<file path="src/rtl/pipe_stage_skid.sv">
// pipe_stage_skid: elastic pipeline register with a 2-entry skid buffer.
// Valid/ready handshake on both sides. in_ready_o comes straight from a flop,
// so downstream backpressure never reaches upstream combinationally.
// Control bits read as zero whenever the held entry is invalid (control bubble).
// Optional macro PIPE_SKID_ZERO_PAYLOAD_EN: also zero the payload registers of
// entries that become invalid, so out_data_o is 0 whenever out_valid_o is 0.
module pipe_stage_skid #(
  parameter int unsigned CTRL_WIDTH = 8,
  parameter int unsigned DATA_WIDTH = 128
) (
  input  logic                  clk,
  input  logic                  rst_n,
  input  logic                  flush_i,
  input  logic                  in_valid_i,
  output logic                  in_ready_o,
  input  logic [CTRL_WIDTH-1:0] in_ctrl_i,
  input  logic [DATA_WIDTH-1:0] in_data_i,
  output logic                  out_valid_o,
  input  logic                  out_ready_i,
  output logic [CTRL_WIDTH-1:0] out_ctrl_o,
  output logic [DATA_WIDTH-1:0] out_data_o,
  output logic [1:0]            occupancy_o
);

`ifdef PIPE_SKID_ZERO_PAYLOAD_EN
  localparam bit ZERO_PAYLOAD = 1'b1;
`else
  localparam bit ZERO_PAYLOAD = 1'b0;
`endif

  logic                  main_valid;
  logic                  skid_valid;
  logic                  in_ready_q;
  logic [CTRL_WIDTH-1:0] main_ctrl;
  logic [CTRL_WIDTH-1:0] skid_ctrl;
  logic [DATA_WIDTH-1:0] main_data;
  logic [DATA_WIDTH-1:0] skid_data;
  logic                  in_fire;
  logic                  out_fire;

  assign in_fire  = in_valid_i & in_ready_q;
  assign out_fire = main_valid & out_ready_i;

  // Valid bits, control bits and the registered ready flag.
  // The skid is only ever filled while main is full, so skid_valid alone decides
  // ready, and a full skid blocks input in the cycle it moves into main.
  always_ff @(posedge clk or negedge rst_n) begin
    if (!rst_n) begin
      main_valid <= 1'b0;
      skid_valid <= 1'b0;
      main_ctrl  <= '0;
      skid_ctrl  <= '0;
      in_ready_q <= 1'b1;
    end else if (flush_i) begin
      main_valid <= 1'b0;
      skid_valid <= 1'b0;
      main_ctrl  <= '0;
      skid_ctrl  <= '0;
      in_ready_q <= 1'b1;
    end else if (skid_valid) begin
      if (out_fire) begin
        main_valid <= 1'b1;
        main_ctrl  <= skid_ctrl;
        skid_valid <= 1'b0;
        skid_ctrl  <= '0;
        in_ready_q <= 1'b1;
      end
    end else if (!main_valid || out_fire) begin
      main_valid <= in_fire;
      main_ctrl  <= in_fire ? in_ctrl_i : '0;
    end else if (in_fire) begin
      skid_valid <= 1'b1;
      skid_ctrl  <= in_ctrl_i;
      in_ready_q <= 1'b0;
    end
  end

  // Payload registers: load on capture or skid transfer; cleared on
  // invalidation only when the zero-payload option is built in.
  always_ff @(posedge clk or negedge rst_n) begin
    if (!rst_n) begin
      main_data <= '0;
      skid_data <= '0;
    end else if (flush_i) begin
      if (ZERO_PAYLOAD) begin
        main_data <= '0;
        skid_data <= '0;
      end
    end else if (skid_valid) begin
      if (out_fire) begin
        main_data <= skid_data;
        if (ZERO_PAYLOAD) skid_data <= '0;
      end
    end else if (!main_valid || out_fire) begin
      if (in_fire) main_data <= in_data_i;
      else if (ZERO_PAYLOAD) main_data <= '0;
    end else if (in_fire) begin
      skid_data <= in_data_i;
    end
  end

  assign in_ready_o  = in_ready_q;
  assign out_valid_o = main_valid;
  assign out_ctrl_o  = main_ctrl;
  assign out_data_o  = main_data;
  assign occupancy_o = {1'b0, main_valid} + {1'b0, skid_valid};

endmodule

</file>
<file path="config.mk">
export PLATFORM = sky130hd
export DESIGN_NAME = pipe_stage_skid
export DESIGN_NICKNAME = d
export VERILOG_FILES = /design/src/rtl/pipe_stage_skid.sv
export SDC_FILE = /design/constraint.sdc
export NUM_CORES = 1
export LEC_CHECK = 0
export ABC_CLOCK_PERIOD_IN_PS = 2200
export BUFFER_PORTS_ARGS = -buffer_cell sky130_fd_sc_hd__buf_4
export CORE_MARGIN = 2
export CORE_UTILIZATION = 49
export CTS_CLUSTER_SIZE = 30
export DETAILED_ROUTE_END_ITERATION = 8
export PLACE_DENSITY_LB_ADDON = 0.08
export SLEW_MARGIN = 20
export SYNTH_ARGS = -nofsm -noshare
export SYNTH_HDL_FRONTEND = slang
export SYNTH_SLANG_ARGS = --single-unit
</file>
<file path="constraint.sdc">
create_clock -name clk -period 2.2 [get_ports clk]
set_clock_uncertainty 0.2 [all_clocks]
set_input_delay 0.66 -clock clk [delete_from_list [all_inputs] [get_ports clk]]
set_output_delay 0.66 -clock clk [all_outputs]
set_load 0.1 [all_outputs]
</file>
==> summary.md <==
| Metric | Value |
|---|---|
| Pre-CTS setup slack | `-0.102 ns` |
| Period utilization | `108%` |
| Average cell area after synthesis | `approximately 16 um2` |
| Max Slew Vio Count | `0` |
| Worst setup margin | `-0.186 ns` |
| Avg Vias per Cell | `~5.2` |
| Main synth FF type | `dfrtp_1` |
| Clock transition at the registers of the reported paths | `roughly 0.06 ns` |
| Slew headroom | `68.3%` |
| Post-Syn Area | `roughly 12,000 um2` |
| Worst-Skew Late Latency | `approximately 0.54 ns` |
| Outcome | `finished, violations left` |
| Antenna Nets Post-Route | `0` |
| Avg WL per Cell | `between 15 and 20 um` |
| Synth-to-layout area growth | `41.2%` |
| CP startpoint kind | `register` |
| R2R cell count | `7` |
| Final setup violation count | `131` |
| Share of layout cells above drive strength 1 | `a little over 70%` |
| Core area | `about 24,000 um2` |
| VDD IR-drop max | `1.35 mV` |
| Clock Path Buffers | `3` |
| IO Count | `between 200 and 300` |
| Hpwl dp | `18.0 mm` |
| Final RePlAce weighted congestion | `approximately 0.76` |
| Hold Path Cell Cnt | `2` |
| Post-synth top cells | `383 x mux2_2, 274 x dfrtp_1, 22 x buf_2` |
| Overall routing resource usage | `about 20%` |
| First-pass GRT wire length | `~42 mm` |
| Setup CP Type | `reg -> out` |
| Nets | `approximately 1,200` |
| Post-layout util | `between 60% and 70%` |
| Setup crit end kind | `output pin` |
| PD cells | `approximately 1500 nW/um2` |
| # port buffers | `280` |
| DRT iter0 DRCs | `~280` |
| Syn Inst Count | `about 770` |
| DRC | `0` |
| Post-Syn Nets | `~910` |
| Sequential element share of the synthesized area | `57.7%` |
| Clk sinks | `between 200 and 300` |
| Final Hold Fails | `0` |
| Worst-Margin Slew | `0.476 ns` |
| Die H | `160 um` |
| Failing checks | `setup timing` |
| MaxCap Viol Count | `0` |
| Synth Warn # | `0` |
| Top cells by area, synth | `dfrtp_1 57%, mux2_2 36%, buf_2 0.92%` |
| Minimum clock period | `2.39 ns` |
| Vias in the first global route | `roughly 7,700` |
| Leak pwr | `7.92 nW` |
| # rows | `57` |
| RR Startpoint | `skid_valid` |
| Worst-path fanout max | `2` |
| Ant diodes | `0` |
| Most frequent cell after synthesis | `mux2_2` |
| Die area | `25,600 um2` |
| Starting Density | `49.5%` |
| Pre-antenna DRT Iters | `4` |
| Die width | `160 um` |
| Clock Tree Root | `clkbuf_16` |
| Crit. Startpoint | `skid_valid` |
| Num CTS Buffers | `30` |
| Critical path required time | `about 1.3 ns` |
| Cell accounting for the most synthesized area | `dfrtp_1` |
| Worst hold start | `in_ctrl_i[0]` |
| GRT overflow | `0` |
| H-tree depth | `1` |
| EDFF count, synth | `0` |
| RSZ-0062 raised after global routing | `true` |
| Initial antenna violation count | `0` |
| FF+latch count, synth | `around 280` |
| Yosys cell types | `31` |
| Largest net degree at the start of global routing | `69` |
| Number of vias in the routed layout | `roughly 7,600` |
| Share of the synthesized area in the top cell type | `a little under three fifths` |
| Drt total wl | `about 29 mm` |
| Worst Path Arrival | `roughly 1.5 ns` |
| F_max | `between 0.4 and 0.5 GHz` |
| Worst Hold Class | `in -> reg` |
| CTS tree | `done` |
| FFs w/ async S/R, synth | `100%` |
==> sequential cells by signal (all words and copies together), names as in the netlist <==
name         flops
out_data_o     128
skid_data      128
out_ctrl_o       8
skid_ctrl        8
in_ready_o       1
out_valid_o      1
skid_valid       1
==> critical path: stages (launching register included) <==
cell and delay (ns):
dfrtp_4 0.53, ha_4 0.29, buf_12 0.16
==> power by group <==
part	internal [mW]	total, mW	switching, mW	leakage (nW)
Clock	2.84	4.83	1.98	0.478
Combinational	3.87	12.3	8.48	4.08
Sequential	6.96	7.93	0.978	3.36
Total	13.7	25.1	11.4	7.92
==> logic make-up (layout without fill, tap and decap cells) <==
kind of cell	count (synthesis)	in the layout	share of synthesized area, %
AND/OR/NAND/NOR	27	27	1.42
multiplexers	389	389	36.7
AO/OA/AOI/OAI	24	24	1.77
flip-flops	275	275	57.7
buffers and inverters	49	402	2.28
adder cells (fa/ha/maj)	1	1	0.105
==> per-layer routing <==
metal | vias to the layer above | share of wire, % | global-route usage [%]
met5 | - | 0 | 0
met4 | 0 | 1.7 | 4.87
met3 | 37 | 6.7 | 5.53
met2 | 216 | 47 | 32.7
met1 | 3872 | 45 | 27.2
li1 | 3436 | - | -
==> cells in the final DEF (no fill, tap or decap), drive strengths merged, types with 3 or more instances in the layout <==
master,netlist,final
mux2,389,389
buf,32,332
dfrtp,274,274
clkbuf,16,61
nand2b,8,8
o2bb2ai,8,8
clkinv,0,7
a22o,5,5
nor3,5,5
a22oi,3,3
a211oi,3,3
nand2,3,3
==> stage by stage <==
stage | power (mW) | hold slack, ns | area [um2] | cells | setup TNS, ns
5_1_grt | 26.0 | 0.126 | 16800 | 1442 | -15.73
2_1_floorplan | 16.8 | 0.164 | 12000 | 765 | -4.61
3_3_place_gp | 19.3 | 0.270 | 14800 | 1362 | -2.34
6_report | 25.1 | 0.149 | 16800 | 1442 | -7.21
4_1_cts | 24.4 | 0.124 | 15900 | 1421 | -10.49
3_5_place_dp | 19.5 | 0.283 | 14800 | 1362 | -6.65
==> layout make-up <==
class	instances	area [um2]
clock inverters	7	38.8
multi-input cells	441	5290
well taps	324	405
fillers	1711	7270
flip-flops and latches	275	6890
inverters	1	3.75
repair buffers	346	3290
clock buffers	48	920
==> final timing paths <==
check	endpoint	slack, ns
setup / recovery	occupancy_o[0]	-0.19
hold / removal	skid_ctrl[0]	0.15
setup reg to reg	out_data_o[72]	-0.09
hold reg to reg	skid_data[97]	0.29
max in group asynchronous	skid_data[121]	0.78
min in group asynchronous	skid_data[87]	0.46
==> timing repair <==
| action | 4_1_cts | 5_1_grt |
|---|---|---|
| hold buffers | 1 | 0 |
| cloned | 0 | 16 |
| setup buffers | 3 | 5 |
| pin swaps | 1 | 1 |
| gates resized for setup | 16 | 147 |
| setup endpoints to repair | 8 | 135 |
| hold endpoints to repair | 35 | 0 |
Note: power is estimated with default switching activity, not from simulation.
